### src/rtl/seg_pkg.sv
// seg_pkg: shared seven-segment definitions for the hex encoder and the capture decoder.
//   seg_t      : segment bus {g,f,e,d,c,b,a}, active-low
//   SEG_HEX    : glyph for each hex digit 0..F
//   SEG_BLANK  : all segments off
//   dig_res_t  : decoded per-digit result {val, vld, blk, err}
package seg_pkg;

    typedef logic [6:0] seg_t;

    localparam seg_t SEG_BLANK = 7'h7F;

    localparam seg_t SEG_HEX [16] = '{
        7'b1000000, 7'b1111001, 7'b0100100, 7'b0110000,
        7'b0011001, 7'b0010010, 7'b0000010, 7'b1111000,
        7'b0000000, 7'b0011000, 7'b0001000, 7'b0000011,
        7'b1000110, 7'b0100001, 7'b0000110, 7'b0001110
    };

    typedef struct packed {
        logic [3:0] val;
        logic       vld;
        logic       blk;
        logic       err;
    } dig_res_t;

endpackage

### src/rtl/seg_pattern_decode.sv
// seg_pattern_decode: combinational seven-segment pattern classifier.
//   pat : segment pattern, active-low {g..a}
//   res : {val, vld, blk, err}; val is only meaningful when vld=1 (0 otherwise)
module seg_pattern_decode
    import seg_pkg::*;
(
    input  seg_t     pat,
    output dig_res_t res
);

    always_comb begin
        res = '{val: 4'd0, vld: 1'b0, blk: 1'b0, err: 1'b1};
        if (pat == SEG_BLANK) begin
            res.blk = 1'b1;
            res.err = 1'b0;
        end
        for (int i = 0; i < 16; i++) begin
            if (pat == SEG_HEX[i]) begin
                res.val = i[3:0];
                res.vld = 1'b1;
                res.err = 1'b0;
            end
        end
    end

endmodule

### src/rtl/seg_capture_decoder.sv
// seg_capture_decoder: watches a multiplexed active-low seven-segment bus and recovers the
// hex value shown on each digit.
//   clk, reset : system clock, synchronous active-high reset
//   seg, an    : segment lines and anode enables (active-low, asynchronous to clk)
//   digit_val  : decoded value per digit, digit k at [4k+3:4k]
//   digit_vld  : digit k holds a legal hex glyph
//   digit_blk  : digit k last captured all-off
//   digit_err  : digit k last captured an illegal pattern
//   upd/upd_idx: one-cycle pulse when a digit's stored result changes, with its index
//   bus_err    : one-cycle pulse when more than one anode is active
module seg_capture_decoder
    import seg_pkg::*;
#(
    parameter int NUM_DIGITS    = 2,
    parameter int STABLE_CYCLES = 4
) (
    input  logic                    clk,
    input  logic                    reset,
    input  logic [6:0]              seg,
    input  logic [NUM_DIGITS-1:0]   an,
    output logic [4*NUM_DIGITS-1:0] digit_val,
    output logic [NUM_DIGITS-1:0]   digit_vld,
    output logic [NUM_DIGITS-1:0]   digit_blk,
    output logic [NUM_DIGITS-1:0]   digit_err,
    output logic                    upd,
    output logic [2:0]              upd_idx,
    output logic                    bus_err
);

    localparam int CW = $clog2(STABLE_CYCLES + 1);

    seg_t                  seg_s1, seg_s2;
    logic [NUM_DIGITS-1:0] an_s1, an_s2;

    seg_t                  last_pat;
    logic [2:0]            last_idx;
    logic [CW-1:0]         cnt;
    logic                  done;

    dig_res_t              res_q [NUM_DIGITS];

    // Active-anode census on the synced bus
    logic [3:0] n_act;
    logic [2:0] act_idx;

    always_comb begin
        n_act   = 4'd0;
        act_idx = 3'd0;
        for (int k = 0; k < NUM_DIGITS; k++) begin
            if (!an_s2[k]) begin
                n_act   = n_act + 4'd1;
                act_idx = 3'(k);
            end
        end
    end

    dig_res_t dec;

    seg_pattern_decode u_dec (
        .pat (seg_s2),
        .res (dec)
    );

    // Stored result of the digit currently under the anode
    dig_res_t sel_q;

    always_comb begin
        sel_q = '0;
        for (int k = 0; k < NUM_DIGITS; k++)
            if (act_idx == 3'(k)) sel_q = res_q[k];
    end

    // Blank and illegal patterns keep the last legal value
    dig_res_t cur;

    always_comb begin
        cur     = dec;
        cur.val = dec.vld ? dec.val : sel_q.val;
    end

    // cnt != 0 means the previous cycle was itself a single-anode cycle
    logic same, capture, changed;

    assign same    = (cnt != '0) && (act_idx == last_idx) && (seg_s2 == last_pat);
    // Capture on the edge where the counter steps up to STABLE_CYCLES
    assign capture = (n_act == 4'd1) && same && !done &&
                     (cnt == CW'(STABLE_CYCLES - 1));
    assign changed = (cur != sel_q);

    always_ff @(posedge clk) begin
        if (reset) begin
            seg_s1   <= SEG_BLANK;
            seg_s2   <= SEG_BLANK;
            an_s1    <= '1;
            an_s2    <= '1;
            last_pat <= SEG_BLANK;
            last_idx <= 3'd0;
            cnt      <= '0;
            done     <= 1'b0;
            upd      <= 1'b0;
            upd_idx  <= 3'd0;
            bus_err  <= 1'b0;
            for (int k = 0; k < NUM_DIGITS; k++) res_q[k] <= '0;
        end else begin
            seg_s1   <= seg;
            seg_s2   <= seg_s1;
            an_s1    <= an;
            an_s2    <= an_s1;
            last_pat <= seg_s2;
            last_idx <= act_idx;
            upd      <= 1'b0;
            bus_err  <= 1'b0;

            if (n_act == 4'd0) begin
                cnt  <= '0;
                done <= 1'b0;
            end else if (n_act == 4'd1) begin
                if (same) begin
                    if (cnt < CW'(STABLE_CYCLES)) cnt <= cnt + 1'b1;
                end else begin
                    cnt  <= CW'(1);
                    done <= 1'b0;
                end
                if (capture) begin
                    done <= 1'b1;
                    if (changed) begin
                        upd     <= 1'b1;
                        upd_idx <= act_idx;
                    end
                end
            end else begin
                bus_err <= 1'b1;
                cnt     <= '0;
                done    <= 1'b0;
            end

            for (int k = 0; k < NUM_DIGITS; k++)
                if (capture && (act_idx == 3'(k))) res_q[k] <= cur;
        end
    end

    for (genvar k = 0; k < NUM_DIGITS; k++) begin : g_out
        assign digit_val[4*k +: 4] = res_q[k].val;
        assign digit_vld[k]        = res_q[k].vld;
        assign digit_blk[k]        = res_q[k].blk;
        assign digit_err[k]        = res_q[k].err;
    end

endmodule

### config.mk
export PLATFORM = sky130hd
export DESIGN_NAME = seg_capture_decoder
export DESIGN_NICKNAME = d
export VERILOG_FILES = /design/src/rtl/seg_pkg.sv /design/src/rtl/seg_pattern_decode.sv /design/src/rtl/seg_capture_decoder.sv
export SDC_FILE = /design/constraint.sdc
export NUM_CORES = 1
export LEC_CHECK = 0
export ABC_AREA = 1
export CAP_MARGIN = 20
export CORE_MARGIN = 10
export CORE_UTILIZATION = 54
export DETAILED_ROUTE_END_ITERATION = 12
export PLACE_DENSITY = 0.8
export SLEW_MARGIN = 15
export SYNTH_ARGS = -nofsm -noshare
export SYNTH_HDL_FRONTEND = slang
export SYNTH_SLANG_ARGS = --single-unit
### constraint.sdc
create_clock -name clk -period 2.7 [get_ports clk]
set_input_delay 0.675 -clock clk [delete_from_list [all_inputs] [get_ports clk]]
set_output_delay 0.675 -clock clk [all_outputs]
set_load 0.05 [all_outputs]
Word level (Yosys, flattened, before mapping). Memories as Yosys holds them, arrays and structs flattened. Cells that the tools add are included.

Register bits: 37. RAM bits: 14. Input port bits: 11. Memories: 1.

Add/subtract/negate cells: 2. Order comparisons: 1. Eq/ne operators: 24. Mux-type cells: 55. Bitwise operators: 6. Reduce and logical (&&, ||, !) cells: 17.

Memories: res_q (words 2, width 7, read ports 2, clocked after Yosys merged registers in 0, write ports 2, line seg_capture_decoder.sv:40) `dig_res_t res_q [NUM_DIGITS];`.

Operators by type and width (number): two-way mux 5 bit (8); equality test 7 bit, second input constant (5); two-way mux 1 bit (33); two-way mux 7 bit (4); two-way mux 4 bit (6); equality test 7 x 5 -> 1 bit, second input constant (3); equality test 7 x 6 -> 1 bit, second input constant (3); equality test 7 x 2 -> 1 bit, second input constant (2); equality test 7 x 4 -> 1 bit, second input constant (2); OR reduction 4 bit (2); equality test 7 x 3 -> 1 bit, second input constant (1); equality test 7 bit (1); logical AND 1 bit (7); logical NOT 7 bit (1); != test 7 bit (1); two-way mux 3 bit (2); adder 4 x 1 -> 4 bit, second input constant (1); equality test 4 x 1 -> 1 bit, second input constant (1); logical NOT 4 bit (1); two-way mux 2 bit (2); != test 2 x 1 -> 1 bit, second input constant (2); inverter 1 bit (4); AND reduction 4 bit (1); adder 3 x 1 -> 3 bit, second input constant (1); 10 further kinds (11).

Depth between registers and ports, before layout.
Depth in word-level cells: 20. Depth in mapped cells: 18. Depth with buffers taken out: 18.

Cells and area by module. A second synthesis with hierarchy kept.

Cells, all modules: 289. Area, all modules: 2268.4 um^2.

By module, submodules not included: seg_capture_decoder (instances 1, cells each 210, area an instance 1898.1 um^2, seq. area each 1081.0 um^2); seg_pattern_decode (instances 1, cells each 79, area an instance 370.4 um^2, seq. area each 0.0 um^2).

Worst setup path before layout. No wires, ideal clock.

Kind: register to register. Start: register cnt[0]. End: memory res_q[0][0] (netlist name) (enable). Library setup time: 381 ps. Data arrival time: 1702 ps. Required time: 2319 ps. Path slack: 618 ps. Stages on the path, launching flop included: 10. Cell sequence: dfxtp_1 > inv_1 > ha_1 > nand2_1 > nand3_1 > nor4_1 > nand2_1 > inv_1 > nand4_1 > o21ai_0.

RTL lines: start: declaration (line seg_capture_decoder.sv:37) `logic [CW-1:0] cnt;`; start signal: assignment (line seg_capture_decoder.sv:119) `if (cnt < CW'(STABLE_CYCLES)) cnt <= cnt + 1'b1;`; end: declaration (line seg_capture_decoder.sv:40).

Worst setup path after layout.
Start: register seg_s2[6]. End: register upd_idx[0].

Cells in the longest elaborated chain, start to end: 20.

RTL lines: start: declaration (line seg_capture_decoder.sv:32) `seg_t seg_s1, seg_s2;`; start signal: assignment (line seg_capture_decoder.sv:106) `seg_s2 <= seg_s1;`; equality test 7 bit, on equally long branches (line seg_pattern_decode.sv:13, seg_pattern_decode.sv:18); two-way mux 2 bit or two-way mux 1 bit (tied branches) (line seg_pattern_decode.sv:13, seg_pattern_decode.sv:18); two-way mux 1 bit or two-way mux 2 bit (tied branches) (line seg_pattern_decode.sv:18) `if (pat == SEG_HEX[i]) begin`; two-way mux 1 bit or two-way mux 3 bit (tied branches) (2 in a row) (line seg_pattern_decode.sv:18); two-way mux 1 bit or two-way mux 4 bit (tied branches) (4 in a row) (line seg_pattern_decode.sv:18); two-way mux 1 bit or two-way mux 5 bit (tied branches) (8 in a row) (line seg_pattern_decode.sv:18); two-way mux 1 bit or two-way mux 4 bit (tied branches) (line seg_pattern_decode.sv:18, seg_capture_decoder.sv:78); != test 7 bit (line seg_capture_decoder.sv:88) `assign changed = (cur != sel_q);`; AND reduction 4 bit (no line) *; end signal: assignment (line seg_capture_decoder.sv:128) `upd_idx <= act_idx;`; end: declaration (line seg_capture_decoder.sv:26) `output logic [2:0] upd_idx,`.

Every way passes the cells marked *; elsewhere a longest branch is shown, timed or not. A chain may end at the register's enable or synchronous reset.

==> metrics.txt <==
proportion of synthesized flip-flops having asynchronous set or reset 0%; vias in the first global route 1795; net switching component of the power 350 uW; Arrival @ worst endpoint 2.49 ns; count of pins over their slew limit 0; average wire per cell in the routed design 12.7 um; largest net degree at the start of global routing 22; R2R depth 18; Peak VDD IR 0.411 mV; P per Cell Area 503 nW/um^2; initial standard-cell utilization of the core 56.1%; chain of cells forming the critical path inv_2, nand2_1, nor2_1, nand2_1, nand2_2, nor2_2, nand2_2, inv_2, nand2_2, clkinv_1, nand2_1, nand2_1, nand3_1, nor2_1, nand2_1, nand3_1, nand2_1, nor2_1; crit path time final 2.29 ns; Gate power share 11.9%; area of combinational cells with multiple inputs 983 sq um; leading post-synthesis cells by cell area dfxtp_1 (29%), edfxtp_1 (19%), nand2_1 (10%), or2_2 (7.0%), nor2_1 (6.5%); later-pin clock latency in the skew report 0.30 ns; launch point of the worst reg-to-reg path seg_s2[6]; clock tree sinks 47; power share of the clock group 31.3%; Post-CTS Setup Repair Bufs 0; Final Hold Violating Endpoints 0; library cell appearing most often on the critical path nand2_1; max-capacitance violation count 0; die area 7140 sq um; number of inserted filler cells in the final layout 346; remaining global-route overflow 0; RSZ-0062 raised after global routing false; worst hold stages 1; drt via density 4.99; fraction of the yosys area taken by sequential cells 48.1%; Min-Delay Path Class reg2reg; vertical die dimension 84.5 um; Design Power 1340 uW; power share of the sequential group 56.8%; wire length of the first global-routing pass 8110 um; CTS buffer count 5; share of post-route cells with drive strength above 1 16.6%; endpoint of the worst hold-timing path seg_s2[5]; share of the clock period used by the worst path 84.9%; number of remaining DRC errors 0; average size of a mapped cell 7.91 sq um; post-cts sizing count 0; number of buffers inserted by hold repair at cts 0; most used standard cells in the synthesized netlist nand2_1 (60), nor2_1 (39), dfxtp_1 (33); sequential standard cell area 1080 sq um; highest net fanout along the worst path 11; f_max 0.436 GHz; first-iteration detailed-routing DRC count 109; Max stage delay cell, worst path dfxtp_1; total setup violations reported at the end of the flow 0; via total after detailed routing 1843; startpoint kind of the worst setup timing path register; Critical Path RT 2.90 ns; result of the run complete, no violations; cell type contributing the most total cell area after synthesis dfxtp_1; total negative setup slack 0 ns; clock-pin slew on the worst setup and hold paths 0.09 ns; post-detailed-route count of antenna-violating nets 0; number of library cell types mapped by synthesis 33; total of buffers placed on input and output ports 27; CTS tree done; Ports 30; yosys synthesis warning count 0; crit-path max cell delay 0.37 ns; switch share 26.0%; number of H-tree levels 2; Max-slew headroom 65.8%; count of antenna diodes in the layout 0; most numerous cell in the Yosys netlist nand2_1; number of enable-type register cells in the synthesized netlist 14; type of the setup path with the least slack reg2reg; total core area 4000 sq um; slack of the worst reg-to-reg path 0.41 ns; DP Wirelength 3700 um; endpoint of the most critical register-to-register path upd_idx[0]; CTS root buffer clkbuf_8; hold path start seg_s1[5]; Leak Pwr 0.00123 uW; netlist area before placement 2250 sq um; number of antenna violations at the first check in global routing 0; worst slack at placement 0.461 ns; chip width 84.5 um; # nets final 333; Post-Route WL 4690 um; Rows 23; fraction of synthesized cell area taken by the top area cell type 29.4%; Initial DRT Pass Iterations 4; setup slack after layout 0.407 ns; predominant post-synthesis flop cell dfxtp_1; CTS Buffer Depth 2; number of flip-flops and latches in the synthesized netlist 47; Synth-to-Final Area Change 19.0%; Worst Tran Pin Value 0.512 ns; GRT Resource Usage Total 13.4%; Synth Instances 284; kind of end point of the critical path register; internal power 994 uW; worst setup skew after layout 0.00814 ns; placer congestion estimate 0.906
-- worst max-delay path by stage --
stage / startpoint / to / slack (ns)
floorplan: cnt[0] / res_q[0][0] / 0.62
global placement: seg_s2[6] / upd_idx[0] / 0.47
detailed placement: seg_s2[6] / upd_idx[0] / 0.46
CTS: seg_s2[6] / upd_idx[0] / 0.44
global route: seg_s2[6] / upd_idx[0] / 0.17
finish: seg_s2[6] / upd_idx[0] / 0.41
-- cells by family after synthesis --
group	count (synthesis)	synth area share [%]
AOI/OAI and AO/OA	17	4.18
xor gates and xnor gates	4	1.56
adders and majority gates	4	2.23
buffers and inverters	44	8.24
DFF	47	48.1
muxes	2	0.891
other	1	0.167
and+or+nand+nor	165	34.6
-- placed cells by master, fill, tap and decap left out, types with 3 or more instances in the layout --
master           count
a21oi_1              4
nor2_1              39
ha_1                 4
dfxtp_1             33
inv_2                6
nand2_2              4
or2_2               25
nand3_1             15
nand4_1              7
clkbuf_8             5
o21ai_0              9
buf_4                7
inv_1               29
nand3b_1             3
nor3_1               6
xnor2_1              3
edfxtp_1            14
nand2_1             60
clkdlybuf4s50_1     27
-- sequential cells by signal, indices dropped and copies added, names as in the netlist, 2 cells and up --
signal and cells:
last_pat 7, an_s1 2, seg_s2 7, seg_s1 7, cnt 3, an_s2 2, res_q 14
-- layer usage --
layer,vias to the layer above,global-route usage (%),share of wire [%]
li1,963,-,-
met1,839,15.5,45
met2,35,22.9,48
met3,6,4.15,5.2
met4,0,4.34,1.1
met5,-,0,0
-- worst max-delay path, delay by kind of cell (launching register included) --
kind,cells,cell delay (ns)
buf+inv,3,0.38
simple gates,15,1.45
flops,1,0.37
-- layout make-up --
class | instances | share of cell area, %
clock inverter | 3 | 0.702
inverter | 36 | 5.06
multi-input combinational | 194 | 36.8
sequential | 47 | 40.4
clock buffer | 5 | 2.57
timing repair buffer | 34 | 12.1
tap | 50 | 2.34
-- power by group through the flow --
| stage | combinational [uW] | sequential, uW | clock, uW |
|---|---|---|---|
| 6_report | 160 | 763 | 421 |
| 2_1_floorplan | 79.8 | 806 | 0 |
| 3_5_place_dp | 160 | 779 | 0 |
| 3_3_place_gp | 159 | 778 | 0 |
| 5_1_grt | 175 | 766 | 454 |
| 4_1_cts | 161 | 763 | 422 |
-- through the flow --
step / utilization, % / std cells / instance area (sq um) / hold WS (ns)
floorplan: - / 285 / 2250 / 0.389
global placement: 64.6 / 361 / 2580 / 0.391
detailed placement: 64.6 / 361 / 2580 / 0.396
CTS: 66.8 / 369 / 2670 / 0.410
global route: 66.8 / 369 / 2670 / 0.426
finish: 66.8 / 369 / 2670 / 0.405
No activity file was read; power rests on OpenSTA's default activity.
